--- src/rtl/hazard_stall_ctrl.sv ---
// Pipeline sequencing controller for the 5-stage core.
// Decides each cycle whether the front end holds, whether ID/EX takes a bubble,
// and whether the whole pipeline freezes behind a busy data memory.
// Also tracks the memory-wait timeout and counts stall cycles.
//
// state    | meaning
// ---------+---------------------------------------------------------------
// RUN      | no outstanding memory wait; branch/hazard logic active
// MEM_WAIT | data memory access in flight; pipeline frozen until ready or
//          | the wait timer hits terminal count (then mem_err, back to RUN)
module hazard_stall_ctrl #(
   parameter bit FWD_EN  = 1'b1,
   parameter int TO_W    = 8,
   parameter int TIMEOUT = 200,
   parameter int CNT_W   = 16
) (
   input  logic             clk,
   input  logic             rst,
   input  logic [4:0]       src1,
   input  logic [4:0]       src2,
   input  logic             two_src,
   input  logic [4:0]       exe_dest,
   input  logic             exe_wb_en,
   input  logic             exe_mem_r_en,
   input  logic [4:0]       mem_dest,
   input  logic             mem_wb_en,
   input  logic             br_taken,
   input  logic             mem_req,
   input  logic             mem_ready,
   output logic             freeze_if,
   output logic             flush_if,
   output logic             bubble_id,
   output logic             freeze_all,
   output logic             mem_err,
   output logic [CNT_W-1:0] stall_cnt
);

   typedef enum logic {RUN = 1'b0, MEM_WAIT = 1'b1} state_t;

   state_t          state;
   logic [TO_W-1:0] to_cnt;
   logic            exe_raw;
   logic            mem_raw;
   logic            hazard;
   logic            to_hit;
   logic            mem_busy;

   // Source/destination matches; $0 is hardwired zero and never a dependency.
   assign exe_raw = ((src1 != 5'd0) && (src1 == exe_dest)) ||
                    (two_src && (src2 != 5'd0) && (src2 == exe_dest));
   assign mem_raw = ((src1 != 5'd0) && (src1 == mem_dest)) ||
                    (two_src && (src2 != 5'd0) && (src2 == mem_dest));

   // With forwarding only a load in EXE must stall; without it any pending write does.
   always_comb begin
      hazard = 1'b0;
      if (FWD_EN) hazard = exe_mem_r_en && exe_raw;
      else        hazard = (exe_wb_en && exe_raw) || (mem_wb_en && mem_raw);
   end

   // The wait timer counts down from TIMEOUT; reaching zero in MEM_WAIT releases
   // the freeze for that cycle as if the memory had answered.
   assign to_hit   = (state == MEM_WAIT) && (to_cnt == '0);
   assign mem_busy = ((state == RUN) && mem_req && !mem_ready) ||
                     ((state == MEM_WAIT) && !mem_ready && !to_hit);

   // Control lines: memory freeze beats branch flush beats hazard stall.
   always_comb begin
      freeze_if  = 1'b0;
      flush_if   = 1'b0;
      bubble_id  = 1'b0;
      freeze_all = 1'b0;
      if (!rst) begin
         if (mem_busy) begin
            freeze_all = 1'b1;
         end else if (br_taken) begin
            flush_if  = 1'b1;
            bubble_id = 1'b1;
         end else if (hazard) begin
            freeze_if = 1'b1;
            bubble_id = 1'b1;
         end
      end
   end

   // Memory-wait FSM with timeout timer and sticky error flag.
   always_ff @(posedge clk) begin
      if (rst) begin
         state   <= RUN;
         to_cnt  <= '0;
         mem_err <= 1'b0;
      end else begin
         case (state)
            RUN: begin
               if (mem_req && !mem_ready) begin
                  state  <= MEM_WAIT;
                  to_cnt <= TO_W'(TIMEOUT);
               end
            end
            MEM_WAIT: begin
               if (mem_ready) begin
                  state <= RUN;
               end else if (to_cnt == '0) begin
                  mem_err <= 1'b1;
                  state   <= RUN;
               end else begin
                  to_cnt <= to_cnt - 1'b1;
               end
            end
            default: state <= RUN;
         endcase
      end
   end

   // Saturating count of cycles spent stalled or frozen.
   always_ff @(posedge clk) begin
      if (rst) begin
         stall_cnt <= '0;
      end else if ((freeze_if || freeze_all) && (stall_cnt != '1)) begin
         stall_cnt <= stall_cnt + CNT_W'(1);
      end
   end

endmodule
--- config.mk ---
export PLATFORM = sky130hd
export DESIGN_NAME = hazard_stall_ctrl
export DESIGN_NICKNAME = d
export VERILOG_FILES = /design/src/rtl/hazard_stall_ctrl.sv
export SDC_FILE = /design/constraint.sdc
export NUM_CORES = 1
export LEC_CHECK = 0
export ABC_AREA = 1
export CAP_MARGIN = 5
export CORE_ASPECT_RATIO = 0.7
export CORE_MARGIN = 5
export CORE_UTILIZATION = 50
export DETAILED_ROUTE_END_ITERATION = 10
export PLACE_DENSITY = 0.92
export SETUP_SLACK_MARGIN = 0.2
export SLEW_MARGIN = 10
export SYNTH_ARGS = -nofsm -noshare
export SYNTH_HDL_FRONTEND = slang
export SYNTH_SLANG_ARGS = --single-unit
--- constraint.sdc ---
create_clock -name clk -period 2.6 [get_ports clk]
set_clock_uncertainty 0.1 [all_clocks]
set_input_delay 0.26 -clock clk [delete_from_list [all_inputs] [get_ports clk]]
set_output_delay 0.26 -clock clk [all_outputs]
set_load 0.005 [all_outputs]
* Yosys cells after proc, flatten, opt, wreduce, memory -nomap -nowiden
Cells that the tools add are included.
Storage, ports and cells: input port bits 29, output and inout port bits 21, word-level logic and storage cells 55, register bits 26
Operators by class: eq/ne operators 6, mux-type cells 20, reduce and logical (&&, ||, !) cells 21, bitwise operators 2, add/sub/neg operators 2
Operators by type and width (number):
- 2-to-1 mux 8 bit | 3
- adder 16 x 1 -> 16 bit (second input constant) | 1
- != test 16 bit (second input constant) | 1
- case mux 8 bit (2 select lines) | 1
- 2-to-1 mux 1 bit | 15
- logical AND 1 bit | 11
- equality test 5 bit | 2
- nonzero test 5 bit | 2
- logical NOT 8 bit | 1
- subtractor 8 x 1 -> 8 bit (second input constant) | 1
- AND reduction 3 bit | 2
- != test 2 bit (second input constant) | 2
- logical OR 1 bit | 3
- logical NOT 1 bit | 2
- != test 2 x 1 -> 1 bit (second input constant) | 1
- inverter 1 bit | 2
- case mux 1 bit (2 select lines) | 1

* Longest topological paths before layout
Gate-level depths: netlist of run 1.
depth after elaboration 11, mapped depth 13, gate-level depth less buffers 12

* Least setup slack after synthesis of run 1
OpenSTA, ideal clock, no wires.
path kind flip-flop to flip-flop, from reg to_cnt[0], to reg stall_cnt[2], data required time 2.385 ns, data arrival time 1.488 ns, path buffers 2, period minus slack after synthesis 1.703 ns, cell stages (with the launch flop) 12, path slack 0.897 ns, cell sequence dfxtp_1 inv_1 ha_1 nand2_1 o21ai_2 nand2_1 nand2_1 nand2_1 buf_6 buf_6 a21oi_1 nor2_1
On the way: word-level cells in the longest chain between the ends 9
RTL lines:
- from (decl) | line 41 | logic [TO_W-1:0] to_cnt;
- from (signal assigned) | line 97 | to_cnt <= TO_W'(TIMEOUT);
- from (signal assigned) | line 107 | to_cnt <= to_cnt - 1'b1;
- logical NOT 8 bit (*) | line 63 | assign to_hit = (state == MEM_WAIT) && (to_cnt == '0);
- logical AND 1 bit (*) | line 63
- logical NOT 1 bit (*) | line 65 | ((state == MEM_WAIT) && !mem_ready && !to_hit);
- logical AND 1 bit (*) | line 65
- logical OR 1 bit (*) | line 64 | assign mem_busy = ((state == RUN) && mem_req && !mem_ready) ||
- 2-to-1 mux 1 bit | line 74 | if (mem_busy) begin
- 2-to-1 mux 1 bit | line 73 | if (!rst) begin
- logical OR 1 bit (*) | line 119 | end else if ((freeze_if || freeze_all) && (stall_cnt != '1)) begin
- logical AND 1 bit (*) | line 119
- to (signal assigned) | line 120 | stall_cnt <= stall_cnt + CNT_W'(1);
- to (decl) | line 35 | output logic [CNT_W-1:0] stall_cnt
Mark *: on every way between the ends. The rest lies on a longest branch, timed or not. A chain may end at the register's enable or synchronous reset.

* Worst setup path in the final report of run 1
from reg to_cnt[1], to out freeze_all
On the way: word-level cells in the longest chain between the ends 7
RTL lines:
- logical NOT 8 bit | line 63
- logical AND 1 bit | line 63
- logical NOT 1 bit | line 65
- logical AND 1 bit | line 65
- logical OR 1 bit | line 64
- 2-to-1 mux 1 bit | line 74
- 2-to-1 mux 1 bit | line 73
- to (decl) | line 33 | output logic freeze_all,
No other way between the ends.

==> results_dict.tcl, run 1 <==
set metrics [dict create \
    status "finished clean" \
    grt_util_all_layers_pct 16.7 \
    crit_path_start "to_cnt[1]" \
    cap_violations 0 \
    end_kind "output port" \
    worstPathRequired_ps 2240 \
    via_count 1716 \
    first_pass_iters 4 \
    cts_tree "yes" \
    n_antenna_cell 0 \
    root_buffer "clkbuf_8" \
    finalMaxSlewViolations 0 \
    setup_viol 0 \
    finalCritPeriodShare_pct 85.7 \
    max_clock_freq_ghz 0.449 \
    dieArea_um2 4490 \
    dp_hpwl_um 2950 \
    fin_nets 338 \
    grt_overflow_total 0 \
    avgSynthCellArea_um2 6.25 \
    cts_htree_levels 1 \
    yosysWarnings 0 \
    vdd_drop_max_v 0.000302 \
    syn2layout_area_growth_pct 32.6 \
    first_iter_violations 93 \
    core-area_um2 3130 \
    fin_tns_setup_ps 0 \
    power.density_nw_per_um2 402 \
    grt_pass1_vias 1596 \
    hold_viol 0 \
    yosys-top-cells-area "dfxtp_1 32%, nand2_1 13%, nor2_1 13%" \
    die_x_um 78.0 \
    via_per_inst 5.00 \
    yosysUniqueCellTypes 26 \
    rows 17 \
    worstSetupStartpointType "flop" \
    hp-start "state" \
    portBuffers 42 \
    synth-seq-cells 26 \
    worstPathMaxFanout 4 \
    cts_sinks 26 \
    fillers 267 \
    hold_depth 2 \
    synth_nets 291 \
    reg2reg_from "to_cnt[2]" \
    rsz0062_at_grt "no" \
    drive_above_1_share_pct 7.54 \
    ant_nets 0 \
    numCtsBuffers 3 \
    clock_path_buffers 2 \
    synth_area_um2 1620 \
    insertion_delay_ps 260 \
    slew_headroom_pct 75.7 \
    hold_path.class "reg -> reg" \
    start_util_pct 51.8 \
    netlist.area_leader.share_pct 32.1 \
    period_minus_slack_ps 2230 \
    grt_pass1_wl_um 6340 \
    clk_pin_slew_ps 90 \
    gp_congestion 0.857 \
    cellLeakagePower_nw 1.03 \
    synth.yosys.seq_area_share_pct 32.1 \
    r2r_cells 11 \
    worst_pin_slew_ps 362 \
    die_y_um 57.6 \
    drc_errors 0 \
    netlist_instances 259 \
    worstPathArrival_ps 1870 \
    ios 50 \
    grt_max_degree 30 \
    wl_per_cell_um 10.8 \
    layout_commonest_cell "nand2_1" \
    final_cell_mix "58 x nand2_1, 54 x nor2_1, 40 x clkdlybuf4s50_1, 34 x inv_1, 25 x dfxtp_1" \
    grt_antenna_before_repair 0 \
    yosysTopAreaCell "dfxtp_1" \
    routed_wl_um 3720 \
    hold_slack_ps 393 \
    path_class "reg -> out" \
]
[per-stage QoR]
step / std cells / power, mW / util (%) / setup WS [ps] / instance area (µm²)
4_1_cts: 339 / 0.860 / 67.5 / 245 / 2110
2_1_floorplan: 259 / 0.537 / - / 897 / 1620
6_report: 343 / 0.863 / 68.7 / 371 / 2150
3_5_place_dp: 335 / 0.607 / 65.7 / 303 / 2060
5_1_grt: 343 / 0.906 / 68.7 / 219 / 2150
3_3_place_gp: 335 / 0.600 / 65.7 / 322 / 2060
[report_power, final]
group          switching (mW)  total (mW)  internal (mW)  leakage, nW
clock                   0.125       0.260          0.135       0.0288
combinational          0.0855       0.173         0.0876        0.794
sequential             0.0149       0.430          0.415        0.212
total                   0.225       0.863          0.638         1.03
[cells in the mapped netlist]
cell	number
inv_1	36
nand3_2	3
nand3b_1	2
xor2_1	9
nand2_1	58
nand3_1	20
o21ai_2	1
o21ai_1	1
clkbuf_1	2
inv_2	2
and3_1	1
ha_1	3
o21ai_0	2
o21a_1	1
buf_6	3
nor3_1	5
or2_2	1
xnor2_1	1
a21oi_1	17
buf_2	1
o32ai_1	1
nor4_1	1
dfxtp_1	26
nand4_1	5
nor2_2	3
nor2_1	54
[state kept, by name (all words and copies together), names as in the netlist]
| name | flops |
|---|---|
| stall_cnt | 16 |
| to_cnt | 8 |
| mem_err | 1 |
| state | 1 |
[kinds of logic after synthesis]
group	share of synthesized area, %
AOI/OAI and AO/OA	7.73
adders and majority gates	2.32
buffers and inverters	11.7
xor gates and xnor gates	5.41
DFF	32.1
and+or+nand+nor	40.7
[metal layers]
layer | share of wire [%] | wire length (µm) | GRT usage, % | vias to the layer above
met2 | 47 | 1730 | 30.2 | 50
li1 | - | - | - | 900
met5 | 0 | 0 | 0 | -
met1 | 46 | 1710 | 20.4 | 762
met4 | 0.99 | 37 | 4.10 | 0
met3 | 6.5 | 242 | 3.26 | 4
[worst paths after layout]
kind | slack [ps] | end
setup / recovery | 370 | freeze_all
hold / removal | 390 | to_cnt[0]
setup reg to reg | 620 | stall_cnt[8]
hold reg to reg | 390 | to_cnt[0]
[worst max-delay path, stage by stage (launching register included)]
cell             delay (ps)
dfxtp_1                 380
inv_2                    60
ha_1                    170
nand2_1                  90
o21ai_2                  80
nand2_1                 140
nand2_1                 120
inv_1                    70
clkdlybuf4s50_1         490
[final cells by class]
| class | count | area (µm²) | share of cell area [%] |
|---|---|---|---|
| repair buffers | 48 | 470 | 21.9 |
| flip-flops and latches | 26 | 522 | 24.3 |
| clock buffers | 4 | 55.1 | 2.56 |
| inverters | 38 | 143 | 6.64 |
| multi-input cells | 189 | 910 | 42.4 |
| well taps | 38 | 47.5 | 2.21 |
[repair_timing]
item                       4_1_cts  5_1_grt
hold buffers                     0        0
setup buffers                    0        4
resized for setup                0        5
setup endpoints to repair        0        3
Note: power is estimated with default switching activity, not from simulation.
==> inputs of run 2 (changes only) <==
CORE_UTILIZATION = 46   (was 50)
PLACE_DENSITY = not set   (was 0.92)
PLACE_DENSITY_LB_ADDON = 0.1   (was not set)
clock period = 2.4 ns   (was 2.6 ns; I/O delays follow)
==> results_dict.tcl, run 2 (synthesis results as in run 1) <==
set metrics [dict create \
    syn2layout_area_growth_pct 38.0 \
    first_pass_iters 4 \
    path_class "reg -> out" \
    root_buffer "clkbuf_8" \
    wl_per_cell_um 10.9 \
    die_y_um 59.6 \
    grt_overflow_total 0 \
    period_minus_slack_ps 2180 \
    finalMaxSlewViolations 0 \
    core-area_um2 3470 \
    worst_pin_slew_ps 399 \
    ant_nets 0 \
    first_iter_violations 76 \
    slew_headroom_pct 73.2 \
    worstPathArrival_ps 1840 \
    worstPathMaxFanout 4 \
    clock_path_buffers 2 \
    combPwrFrac_pct 19.8 \
    power_frac_seq_pct 45.1 \
    rows 18 \
    p_sw_mw 0.257 \
    dp_hpwl_um 2910 \
    hold_buffers 0 \
    via_per_inst 4.72 \
    cts_sinks 26 \
    status "finished clean" \
    stdcell_count 359 \
    worstPathRequired_ps 2060 \
    numCtsBuffers 3 \
    cap_violations 0 \
    p_int_mw 0.776 \
    power.density_nw_per_um2 462 \
    routed_wl_um 3900 \
    fin_util_pct 64.4 \
    drive_above_1_share_pct 10.7 \
    worstSetupStartpointType "flop" \
    cts_htree_levels 1 \
    grt_antenna_before_repair 0 \
    dieArea_um2 4830 \
    n_antenna_cell 0 \
    largest_registers "stall_cnt: 16 flops, to_cnt: 8 flops" \
    start_util_pct 46.7 \
    hold_depth 2 \
    cts_tree "yes" \
    vdd_drop_max_v 0.000286 \
    setup_viol 0 \
    finalCritPeriodShare_pct 90.8 \
    ios 50 \
    grt_pass1_vias 1496 \
    clk_pin_slew_ps 90 \
    r2r_cells 14 \
    gp_congestion 0.846 \
    grt_util_all_layers_pct 16.6 \
    end_kind "output port" \
    switching_share_pct 24.9 \
    via_count 1696 \
    largest_register "stall_cnt" \
    largest_reg_flops 16 \
    layout_commonest_cell "nand2_1" \
    grt_pass1_wl_um 6390 \
    drc_errors 0 \
    pwr-share-clk_pct 35.1 \
    fillers 350 \
    hold_slack_ps 378 \
    final_cell_mix "55 x nand2_1, 54 x nor2_1, 39 x clkdlybuf4s50_1, 34 x inv_1, 24 x dfxtp_1" \
    portBuffers 42 \
    die_x_um 80.9 \
    rsz0062_at_grt "yes" \
    fin_tns_setup_ps 0 \
    hold_path.class "reg -> reg" \
    cellLeakagePower_nw 1.05 \
    insertion_delay_ps 270 \
    max_clock_freq_ghz 0.459 \
    grt_max_degree 30 \
    fin_nets 342 \
    hold_viol 0 \
    placed_cells 349 \
]
==> run 2: cell types whose count changed in the layout (fill, tap and decap cells not counted), sizes merged <==
cell	delta
dlygate4sd2	+1
clkdlybuf4s50	-1
bufinv	+1
buf	+4
dlymetal6s2s	-1
==> run 2: worst max-delay path: stages (launching register included) <==
cell             delay (ps)
dfxtp_2                 340
inv_2                    70
ha_2                    170
nand2_2                  80
o21ai_4                 210
nand2_2                 110
nand2_2                 110
inv_1                    50
clkdlybuf4s50_1         440
==> run 2: worst paths after layout <==
check                  from      endpoint  slack (ps)
hold / removal        state     to_cnt[0]         380
setup reg to reg  to_cnt[0]  stall_cnt[9]         370
setup / recovery  to_cnt[0]    freeze_all         220
hold reg to reg       state     to_cnt[0]         380
==> run 2: routing by layer <==
| layer | vias to the layer above | global-route usage (%) | part of all wire (%) |
|---|---|---|---|
| li1 | 909 | - | - |
| met1 | 742 | 23.5 | 48 |
| met2 | 43 | 26.4 | 46 |
| met3 | 2 | 3.65 | 4.9 |
| met4 | 0 | 2.17 | 0.46 |
| met5 | - | 0 | 0 |
==> run 2: final cells by class <==
type                       instances  area, µm²  area share [%]
multi-input combinational        189        927            41.5
sequential                        26        523            23.4
timing repair buffer              52        508            22.7
inverter                          38        143            6.38
tap                               50       62.6            2.80
clock buffer                       3       41.3            1.85
clock inverter                     1       30.0            1.34
==> run 2: power groups by stage <==
stage / combinational (mW) / clock (mW) / sequential [mW]
after floorplan: 0.110 / 0 / 0.472
after global placement: 0.186 / 0 / 0.474
after detailed placement: 0.189 / 0 / 0.475
after CTS: 0.195 / 0.377 / 0.465
after global routing: 0.230 / 0.387 / 0.468
final: 0.204 / 0.363 / 0.465
==> run 2: what timing repair did <==
item | 4_1_cts | 5_1_grt
endpoints found under the setup margin | 4 | 4
setup buffers | 3 | 3
endpoints found under the hold margin | 0 | 0
gates resized for setup | 6 | 9
pin swaps | 2 | 2
==> run 2: stage by stage <==
| stage | setup slack, ps | instance area, µm² | power [mW] |
|---|---|---|---|
| finish | 220 | 2230 | 1.03 |
| global route | 117 | 2230 | 1.08 |
| CTS | 174 | 2190 | 1.04 |
| detailed placement | 116 | 2100 | 0.664 |
| global placement | 133 | 2100 | 0.660 |
| floorplan | 697 | 1620 | 0.582 |
